[config.mk]
export PLATFORM = sky130hd
export DESIGN_NAME = branch_resolve_queue
export DESIGN_NICKNAME = d
export VERILOG_FILES = /design/src/rtl/branch_resolve_queue.sv
export SDC_FILE = /design/constraint.sdc
export NUM_CORES = 1
export LEC_CHECK = 0
export CORE_MARGIN = 2
export CORE_UTILIZATION = 52
export DETAILED_ROUTE_END_ITERATION = 10
export PLACE_DENSITY = 0.8
export RECOVER_POWER = 25
export SETUP_SLACK_MARGIN = 0.1
export SLEW_MARGIN = 25
export SYNTH_ARGS = -nofsm -noshare
export SYNTH_HDL_FRONTEND = slang
export SYNTH_SLANG_ARGS = --single-unit
[constraint.sdc]
create_clock -name clk -period 2.7 [get_ports clk]
set_input_delay 0.405 -clock clk [delete_from_list [all_inputs] [get_ports clk]]
set_output_delay 0.405 -clock clk [all_outputs]
set_load 0.01 [all_outputs]
[src/rtl/branch_resolve_queue.sv]
// -----------------------------------------------------------------------------
// branch_resolve_queue
//
// Keeps the in-flight control-flow instructions between fetch and execute.
// Fetch pushes one record per predicted branch. Execute resolves the oldest
// record. Each resolution produces a one-cycle predictor update strobe. When
// the branch was mispredicted, the queue also raises a timed pipeline flush
// that carries the correct fetch PC.
//
// Optional feature: define BRQ_TARGET_CHECK_EN to store predicted targets.
// A taken-predicted branch that resolves taken to a different target then
// also counts as a mispredict. Without the macro only the direction is
// compared, and push_target is not stored.
//
// Parameters
//   DEPTH         number of record entries (power of two, 2..16)
//   FLUSH_CYCLES  cycles that flush stays high after a mispredict (>= 1)
//
// Ports
//   clk           rising-edge clock
//   rst           asynchronous, active-high reset
//   push          fetch-side record valid
//   push_pc       fetch PC of the control-flow instruction
//   push_pred     predicted taken
//   push_target   predicted target
//   resolve       execute-side resolution of the oldest record
//   res_taken     actual direction
//   res_target    actual target
//   res_is_cond   resolved instruction is a conditional branch
//   full, empty   queue status
//   count         occupied entries
//   upd_valid     one-cycle predictor update strobe (one cycle after a pop)
//   upd_addr      stored pc[9:2] of the resolved branch
//   upd_taken     resolved direction
//   upd_is_cond   resolved instruction is a conditional branch
//   flush         pipeline flush, high for FLUSH_CYCLES cycles
//   redirect_pc   correct fetch PC, valid while flush is high
//   err           sticky overflow/underflow indicator
// -----------------------------------------------------------------------------
module branch_resolve_queue #(
  parameter int DEPTH        = 4,
  parameter int FLUSH_CYCLES = 2
) (
  input  logic                   clk,
  input  logic                   rst,
  input  logic                   push,
  input  logic [31:0]            push_pc,
  input  logic                   push_pred,
  input  logic [31:0]            push_target,
  input  logic                   resolve,
  input  logic                   res_taken,
  input  logic [31:0]            res_target,
  input  logic                   res_is_cond,
  output logic                   full,
  output logic                   empty,
  output logic [$clog2(DEPTH):0] count,
  output logic                   upd_valid,
  output logic [7:0]             upd_addr,
  output logic                   upd_taken,
  output logic                   upd_is_cond,
  output logic                   flush,
  output logic [31:0]            redirect_pc,
  output logic                   err
);

  localparam int PW  = $clog2(DEPTH);
  localparam int CW  = PW + 1;
  localparam int FCW = $clog2(FLUSH_CYCLES + 1);

  localparam logic [CW-1:0]  DEPTH_C      = CW'(DEPTH);
  localparam logic [FCW-1:0] FLUSH_LAST_C = FCW'(FLUSH_CYCLES - 1);

  typedef enum logic {
    ST_RUN,
    ST_FLUSH
  } state_t;

  state_t         state;
  logic [PW-1:0]  wr_ptr;
  logic [PW-1:0]  rd_ptr;
  logic [FCW-1:0] flush_cnt;

  // Record storage, one array per field.
  logic [31:0] pc_mem   [DEPTH];
  logic        pred_mem [DEPTH];
`ifdef BRQ_TARGET_CHECK_EN
  logic [31:0] target_mem [DEPTH];
`endif

  // Head of the queue, read combinationally.
  logic [31:0] head_pc;
  logic        head_pred;
`ifdef BRQ_TARGET_CHECK_EN
  logic [31:0] head_target;
`endif

  logic run;
  logic pop_ok;
  logic push_ok;
  logic mispredict;
  logic overflow;
  logic underflow;
  logic [31:0] redirect_next;

`ifndef BRQ_TARGET_CHECK_EN
  // The predicted target is not needed when only direction is compared.
  logic unused_target;
  assign unused_target = ^push_target;
`endif

  assign full  = (count == DEPTH_C);
  assign empty = (count == '0);

  assign head_pc   = pc_mem[rd_ptr];
  assign head_pred = pred_mem[rd_ptr];
`ifdef BRQ_TARGET_CHECK_EN
  assign head_target = target_mem[rd_ptr];
`endif

  // NOTE: every signal written in always_comb gets a default value first.
  // A path that leaves a signal unassigned would infer a latch.
  always_comb begin
    run        = 1'b0;
    pop_ok     = 1'b0;
    push_ok    = 1'b0;
    mispredict = 1'b0;
    overflow   = 1'b0;
    underflow  = 1'b0;

    run    = (state == ST_RUN);
    pop_ok = run && resolve && !empty;
    // A push into a full queue is accepted when the head leaves in the
    // same cycle. The freed slot is the one being written.
    push_ok   = run && push && (!full || pop_ok);
    overflow  = run && push && full && !pop_ok;
    underflow = run && resolve && empty;

    mispredict = (head_pred != res_taken);
`ifdef BRQ_TARGET_CHECK_EN
    mispredict = mispredict ||
                 (res_taken && head_pred && (head_target != res_target));
`endif
  end

  assign redirect_next = res_taken ? res_target : (head_pc + 32'd4);

  // NOTE: the record arrays have no reset. Their contents are never read
  // while count is zero, so a reset would only add reset fan-out.
  always_ff @(posedge clk) begin
    if (push_ok) begin
      pc_mem[wr_ptr]   <= push_pc;
      pred_mem[wr_ptr] <= push_pred;
`ifdef BRQ_TARGET_CHECK_EN
      target_mem[wr_ptr] <= push_target;
`endif
    end
  end

  // NOTE: sequential state uses non-blocking assignments only, so every
  // register samples values from before the clock edge.
  always_ff @(posedge clk or posedge rst) begin
    if (rst) begin
      state       <= ST_RUN;
      wr_ptr      <= '0;
      rd_ptr      <= '0;
      count       <= '0;
      flush_cnt   <= '0;
      upd_valid   <= 1'b0;
      upd_addr    <= '0;
      upd_taken   <= 1'b0;
      upd_is_cond <= 1'b0;
      flush       <= 1'b0;
      redirect_pc <= '0;
      err         <= 1'b0;
    end else begin
      // The predictor update follows every real pop, mispredicted or not.
      upd_valid <= pop_ok;
      if (pop_ok) begin
        upd_addr    <= head_pc[9:2];
        upd_taken   <= res_taken;
        upd_is_cond <= res_is_cond;
      end

      if (overflow || underflow) begin
        err <= 1'b1;
      end

      case (state)
        ST_RUN: begin
          if (pop_ok && mispredict) begin
            // Every younger record is on the wrong path, so drop them all.
            // A push in this same cycle is also dropped.
            state       <= ST_FLUSH;
            flush       <= 1'b1;
            flush_cnt   <= FLUSH_LAST_C;
            redirect_pc <= redirect_next;
            wr_ptr      <= '0;
            rd_ptr      <= '0;
            count       <= '0;
          end else begin
            if (push_ok) begin
              wr_ptr <= wr_ptr + 1'b1;
            end
            if (pop_ok) begin
              rd_ptr <= rd_ptr + 1'b1;
            end
            if (push_ok && !pop_ok) begin
              count <= count + 1'b1;
            end else if (pop_ok && !push_ok) begin
              count <= count - 1'b1;
            end
          end
        end

        ST_FLUSH: begin
          // flush_cnt counts the remaining cycles after this one.
          if (flush_cnt == '0) begin
            state <= ST_RUN;
            flush <= 1'b0;
          end else begin
            flush_cnt <= flush_cnt - 1'b1;
          end
        end

        default: begin
          state <= ST_RUN;
          flush <= 1'b0;
        end
      endcase
    end
  end

endmodule

==> results.sh, run 1 <==
export IMPL_maxSlewViolCount=0
export IMPL_skew_ps=12.2
export IMPL_syn_num_nets=628
export IMPL_syn2layout_area_growth_pct=26.7
export IMPL_power_switching_uw=3400
export IMPL_die_area_um2=16300
export IMPL_ant_nets=0
export IMPL_start_util_pct=52.8
export IMPL_wl_per_cell_um=19.1
export IMPL_synthCells=518
export IMPL_dr_wl_met2_um=7740
export IMPL_swShare_pct=32.1
export IMPL_clock_sinks=187
export IMPL_min_period_over_period_pct=93.5
export IMPL_yosysSeqAreaShare_pct=67.0
export IMPL_rr_startpoint="rd_ptr[0]"
export IMPL_required_ps=2980
export IMPL_critPathKind="reg2reg"
export IMPL_yosysWarnings=0
export IMPL_final_setup_tns_ps=0
export IMPL_drive_gt1_share_pct=13.8
export IMPL_yosys_area_top_type_share_pct=49.7
export IMPL_ys_types=42
export IMPL_multi_input_comb_area_um2=2400
export IMPL_placed_area_um2=9470
export IMPL_dr_wl_met3_um=1100
export IMPL_fmax_mhz=396
export IMPL_io_buffers=120
export IMPL_synth_top_cells_by_area="edfxtp_1 50%, dfrtp_1 17%, mux4_1 6.6%"
export IMPL_dr_pass1_iters=5
export IMPL_grt_max_degree=44
export IMPL_critPathLaunch="rd_ptr[0]"
export IMPL_grt_pass1_wl_um=25800
export IMPL_clock_latency_ps=430
export IMPL_status="finished, final reports clean"
export IMPL_finalHoldViolCount=0
export IMPL_clk_pin_slew_worst_paths_ps=60
export IMPL_num_rows=45
export IMPL_wirelength_um=16500
export IMPL_sequentialPowerShare_pct=39.3
export IMPL_cts_root_buf="clkbuf_16"
export IMPL_synth_area_leader_cell="edfxtp_1"
export IMPL_setup_viol=0
export IMPL_cts_max_path_buffers=2
export IMPL_post_dp_hpwl_um=10900
export IMPL_antenna_found_initial=2
export IMPL_yosys_most_used_dff="edfxtp_1"
export IMPL_top_layer="met4"
export IMPL_cts_buffers_inserted=17
export IMPL_max_vdd_ir_drop_uv=483
export IMPL_comb_power_share_pct=37.4
export IMPL_drcViolationCount=0
export IMPL_cts_tree="yes"
export IMPL_worstSetupStartpointType="flop"
export IMPL_gp_routability_congestion=0.860
export IMPL_end_kind="flop"
export IMPL_core_area_um2=15100
export IMPL_grt_overflow_total=0
export IMPL_avgSynthCellArea_um2=15.4
export IMPL_wl_met1_um=7370
export IMPL_r2r_end="redirect_pc[23]"
export IMPL_ff_latch_area_um2=5340
export IMPL_stdcell_area_um2=10100
export IMPL_grt_pass1_vias=4881
export IMPL_ctsHtreeMaxLevel=4
export IMPL_pwr_share_clk_pct=23.3
export IMPL_critPathCapture="redirect_pc[23]"
export IMPL_syn_cell_area_um2=7970
export IMPL_worst_pin_slew_ps=630
export IMPL_nNetsFinal=769
export IMPL_period_needed_ps=2530
export IMPL_r2r_cells=7
export IMPL_viasPerCell=5.62
export IMPL_slew_headroom_pct=57.9
export IMPL_synth_seq_cells=187
export IMPL_hold_path_class="in2async"
export IMPL_p_per_area_nw_per_um2=1050
export IMPL_reg2reg_slack_ps=170
export IMPL_worstPathArrival_ps=2810
export IMPL_cts_hold_buf=0
export IMPL_p_int_uw=7210
export IMPL_drt_iter0_drc=250
export IMPL_crit_fanout=22
export IMPL_synth_edf_count=132
export IMPL_rsz0062_at_grt="false"
export IMPL_die_w_um=128
export IMPL_track_usage_pct=20.7
export IMPL_num_vias=4842
export IMPL_p_leak_uw=0.00365
export IMPL_die_h_um=128
export IMPL_synth_async_reset_ratio_pct=29.4
export IMPL_fillerInstances=988
export IMPL_max_cap_violations=0
export IMPL_ios=153
-- worst max-delay path, cell delays in order (launching register included) --
cell and delay (ps):
dfrtp_2 430, buf_12 180, mux4_2 430, nand4_4 160, or4_4 580, or3_1 340
xnor2_1 160, o22ai_1 90
-- Yosys cell counts (6+ instances only) --
| cell type | n |
|---|---|
| a21oi_1 | 20 |
| and2_1 | 6 |
| clkbuf_1 | 13 |
| dfrtp_1 | 55 |
| edfxtp_1 | 132 |
| ha_1 | 6 |
| inv_1 | 11 |
| mux2i_1 | 11 |
| mux4_1 | 20 |
| mux4_2 | 12 |
| nand2_1 | 58 |
| nand3_1 | 17 |
| nor2_1 | 34 |
| nor3_1 | 7 |
| o21ai_0 | 23 |
| o22ai_1 | 15 |
| xnor2_1 | 13 |
| xor2_1 | 20 |
-- final cells by class --
class,count,area share (%)
Antenna cell,2,0.0496
Inverter,11,0.409
Tap cell,188,2.33
Timing Repair Buffer,147,14.7
Sequential cell,187,52.9
Multi-Input combinational cell,295,23.7
Clock inverter,7,0.855
Clock buffer,25,5.03
-- registers in the layout, indices dropped and copies added, names as in the netlist, 2 cells and up --
| register | count |
|---|---|
| rd_ptr | 2 |
| count | 3 |
| redirect_pc | 32 |
| wr_ptr | 2 |
| pc_mem | 128 |
| pred_mem | 4 |
| upd_addr | 8 |
| flush_cnt | 2 |
-- metal layers --
metal / global-route usage, % / vias to the layer above
li1: - / 2237
met1: 29.1 / 2389
met2: 32.8 / 188
met3: 4.13 / 28
met4: 7.50 / 0
met5: 0 / -
-- worst min path at each step --
stage                            endpoint  depth (start not counted)  slack, ps    startpoint
after global placement                err                          1        450           err
after detailed placement              err                          1        460           err
final                           rd_ptr[0]                          2        360           rst
after CTS                       rd_ptr[0]                          2        380           rst
after global routing      redirect_pc[11]                          2        400           rst
after floorplan              flush_cnt[1]                          2        470  flush_cnt[1]
-- per-stage QoR --
stage	hold slack, ps	total power, µW	setup slack (ps)	cells	util (%)
3_3_place_gp	449	7890	86.3	823	62.8
5_1_grt	400	11100	107	862	66.9
3_5_place_dp	457	8050	11.5	823	62.8
6_report	364	10600	175	862	66.9
2_1_floorplan	469	6490	318	518	-
4_1_cts	376	10500	88.8	855	66.6
-- logic make-up (layout without fill, tap and decap cells) --
kind of cell	Yosys count	in the layout	share of synthesized area, %
compound gates	65	65	4.52
xor+xnor	33	33	3.63
fa+ha+maj	7	7	1.19
buf+inv	36	190	2.76
flops	187	187	67.0
mux	44	44	11.5
other cells	0	2	0
simple gates	146	146	9.40
-- cells in the final DEF (no fill, tap or decap), drive strengths merged, types with 2 or more instances in the layout --
cell type	Yosys	routed
mux2i	11	11
xor2	20	20
dlygate4sd3	1	27
nand3	18	18
nand2b	3	3
nor2	34	34
dfrtp	55	55
clkdlybuf4s50	0	93
nor3	8	8
clkinv	0	4
clkbuf	13	25
o22ai	15	15
nand2	58	58
and2	6	6
ha	6	6
nor4	6	6
a21oi	20	20
o211ai	3	3
bufinv	0	2
diode	0	2
mux4	32	32
edfxtp	132	132
o21ai	23	23
inv	11	11
buf	11	27
or3	2	2
nand4	6	6
xnor2	13	13
or4	2	2
-- power by group through the flow --
stage / Clock [µW] / Combinational (µW) / Sequential, µW
finish: 2470 / 3970 / 4170
global route: 2620 / 4280 / 4230
CTS: 2500 / 3860 / 4160
detailed placement: 0 / 3830 / 4220
global placement: 0 / 3720 / 4160
floorplan: 0 / 2190 / 4300
-- repair_timing --
item                                    4_1_cts  5_1_grt
pin swaps                                     0        0
endpoints found under the setup margin       10       14
gates cloned                                  0        0
resized for setup                             3       14
buffers inserted                              0        5
Note: power is estimated with default switching activity, not from simulation.
==> run 2, diff against run 1 <==
GPL_TIMING_DRIVEN = 0   (was unset)
==> results.sh, run 2 (same netlist as run 1, synthesis figures left out) <==
export IMPL_die_h_um=128
export IMPL_setup_viol=0
export IMPL_finalHoldViolCount=0
export IMPL_rsz0062_at_grt="true"
export IMPL_max_cap_violations=0
export IMPL_clock_sinks=187
export IMPL_cts_tree="yes"
export IMPL_cts_max_path_buffers=2
export IMPL_grt_overflow_total=0
export IMPL_wirelength_um=17900
export IMPL_io_buffers=119
export IMPL_placed_area_um2=9510
export IMPL_p_per_area_nw_per_um2=1060
export IMPL_dp_cells=829
export IMPL_die_area_um2=16300
export IMPL_start_util_pct=52.8
export IMPL_grt_max_degree=56
export IMPL_fmax_mhz=392
export IMPL_min_period_over_period_pct=94.6
export IMPL_slew_headroom_pct=53.1
export IMPL_wl_per_cell_um=20.6
export IMPL_track_usage_pct=22.6
export IMPL_final_core_util_pct=67.6
export IMPL_post_dp_hpwl_um=12500
export IMPL_dr_pass1_iters=4
export IMPL_fin_cells=871
export IMPL_ctsHtreeMaxLevel=4
export IMPL_clk_pin_slew_worst_paths_ps=60
export IMPL_cp_num_cells=9
export IMPL_num_rows=45
export IMPL_max_flop_register="pc_mem"
export IMPL_drt_iter0_drc=394
export IMPL_r2r_cells=9
export IMPL_end_kind="flop"
export IMPL_critPathKind="reg2reg"
export IMPL_maxSlewViolCount=0
export IMPL_viasPerCell=5.72
export IMPL_cts_hold_buf=0
export IMPL_worst_pin_slew_ps=704
export IMPL_worst_path_buf_inv=3
export IMPL_top_regs="pc_mem (128), redirect_pc (32), upd_addr (8)"
export IMPL_grt_pass1_vias=5232
export IMPL_gp_routability_congestion=0.851
export IMPL_mostFrequentLayoutCell="edfxtp_1"
export IMPL_required_ps=3010
export IMPL_cts_root_buf="clkbuf_16"
export IMPL_cpMaxStageDelayCell="or4_4"
export IMPL_status="finished, final reports clean"
export IMPL_crit_fanout=10
export IMPL_cp_top_family="simple AND/OR/NAND/NOR gates"
export IMPL_antenna_found_initial=1
export IMPL_max_vdd_ir_drop_uv=528
export IMPL_ant_nets=0
export IMPL_cp_slowest_stage_delay_ps=540
export IMPL_worstSetupStartpointType="flop"
export IMPL_nNetsFinal=780
export IMPL_clock_latency_ps=440
export IMPL_grt_pass1_wl_um=27700
export IMPL_crit_chain="buf_6, buf_12, buf_12, mux4_2, nand4_4, or4_4, nor3_4, xnor2_2, o22ai_1"
export IMPL_core_area_um2=15100
export IMPL_stdcell_area_um2=10200
export IMPL_critPathMostFrequentCell="buf_12"
export IMPL_final_cell_mix="132 x edfxtp_1, 92 x clkdlybuf4s50_1, 56 x nand2_1"
export IMPL_p_leak_uw=0.00371
export IMPL_drive_gt1_share_pct=15.1
export IMPL_cts_buffers_inserted=17
export IMPL_syn2layout_area_growth_pct=28.0
export IMPL_skew_ps=10.3
export IMPL_period_needed_ps=2550
export IMPL_ios=153
export IMPL_largest_reg_flops=128
export IMPL_drcViolationCount=0
export IMPL_hold_path_class="in2async"
export IMPL_num_vias=4983
export IMPL_die_w_um=128
export IMPL_worstPathArrival_ps=2860
==> run 2: cell types whose count changed in the layout (fill, tap and decap cells not counted), moves of 3 or more <==
cell | before | now
buf_4 | 20 | 14
clkbuf_2 | 0 | 6
clkbuf_1 | 5 | 10
and2_1 | 6 | 2
and2_2 | 0 | 4
buf_12 | 6 | 3
buf_16 | 0 | 3
buf_6 | 1 | 4
==> run 2: path summary, 6_finish.rpt <==
check                       startpoint              end  slack, ps
max in group asynchronous          rst      upd_addr[3]       1790
setup reg to reg             rd_ptr[0]  redirect_pc[31]        150
min in group clk           upd_is_cond      upd_is_cond        480
setup / recovery             rd_ptr[0]  redirect_pc[31]        150
hold reg to reg            upd_is_cond      upd_is_cond        480
hold / removal                     rst  redirect_pc[31]        450
==> run 2: layer usage <==
metal | vias to the layer above | GRT usage (%) | routed length (µm) | share of wire [%]
met5 | - | 0 | 0 | 0
met4 | 0 | 8.66 | 340 | 1.9
met3 | 34 | 4.63 | 982 | 5.5
met2 | 177 | 37.3 | 8890 | 50
met1 | 2523 | 29.9 | 7740 | 43
li1 | 2249 | - | - | -
==> run 2: layout make-up <==
type,instances,area (µm²)
Antenna cell,1,2.50
Buffer,25,188
Clock buffer,21,440
Clock inverter,10,125
Fill cell,972,4890
Inverter,11,43.8
Multi-Input combinational cell,295,2460
Sequential cell,187,5340
Tap cell,188,235
Timing Repair Buffer,133,1370
==> run 2: repair_timing <==
action,in CTS,in global routing
resized for setup,8,32
setup buffers,0,10
setup endpoints to repair,13,40
pin swaps,1,5
==> run 2: power breakdown <==
group / total [µW] / switching, µW / leakage [µW] / internal, µW
Sequential: 4170 / 344 / 0.00186 / 3830
Combinational: 4180 / 2210 / 0.00158 / 1970
Clock: 2430 / 999 / 0.000270 / 1430
Total: 10800 / 3560 / 0.00371 / 7230
==> run 2: through the flow <==
step	setup slack, ps	power, µW	TNS (ps)	hold slack, ps
floorplan	318	6490	0	469
global placement	-680	7880	-85870	441
detailed placement	-80.8	8150	-814	465
CTS	69.3	10600	0	463
global route	79.2	11300	0	493
finish	147	10800	0	447
==> run 2: worst register-to-register path, stage by stage (launching register included) <==
cell and delay, ps:
dfrtp_1 380, buf_6 160, buf_12 160, buf_12 150, mux4_2 400, nand4_4 170, or4_4 540, nor3_4 220
xnor2_2 130, o22ai_1 100
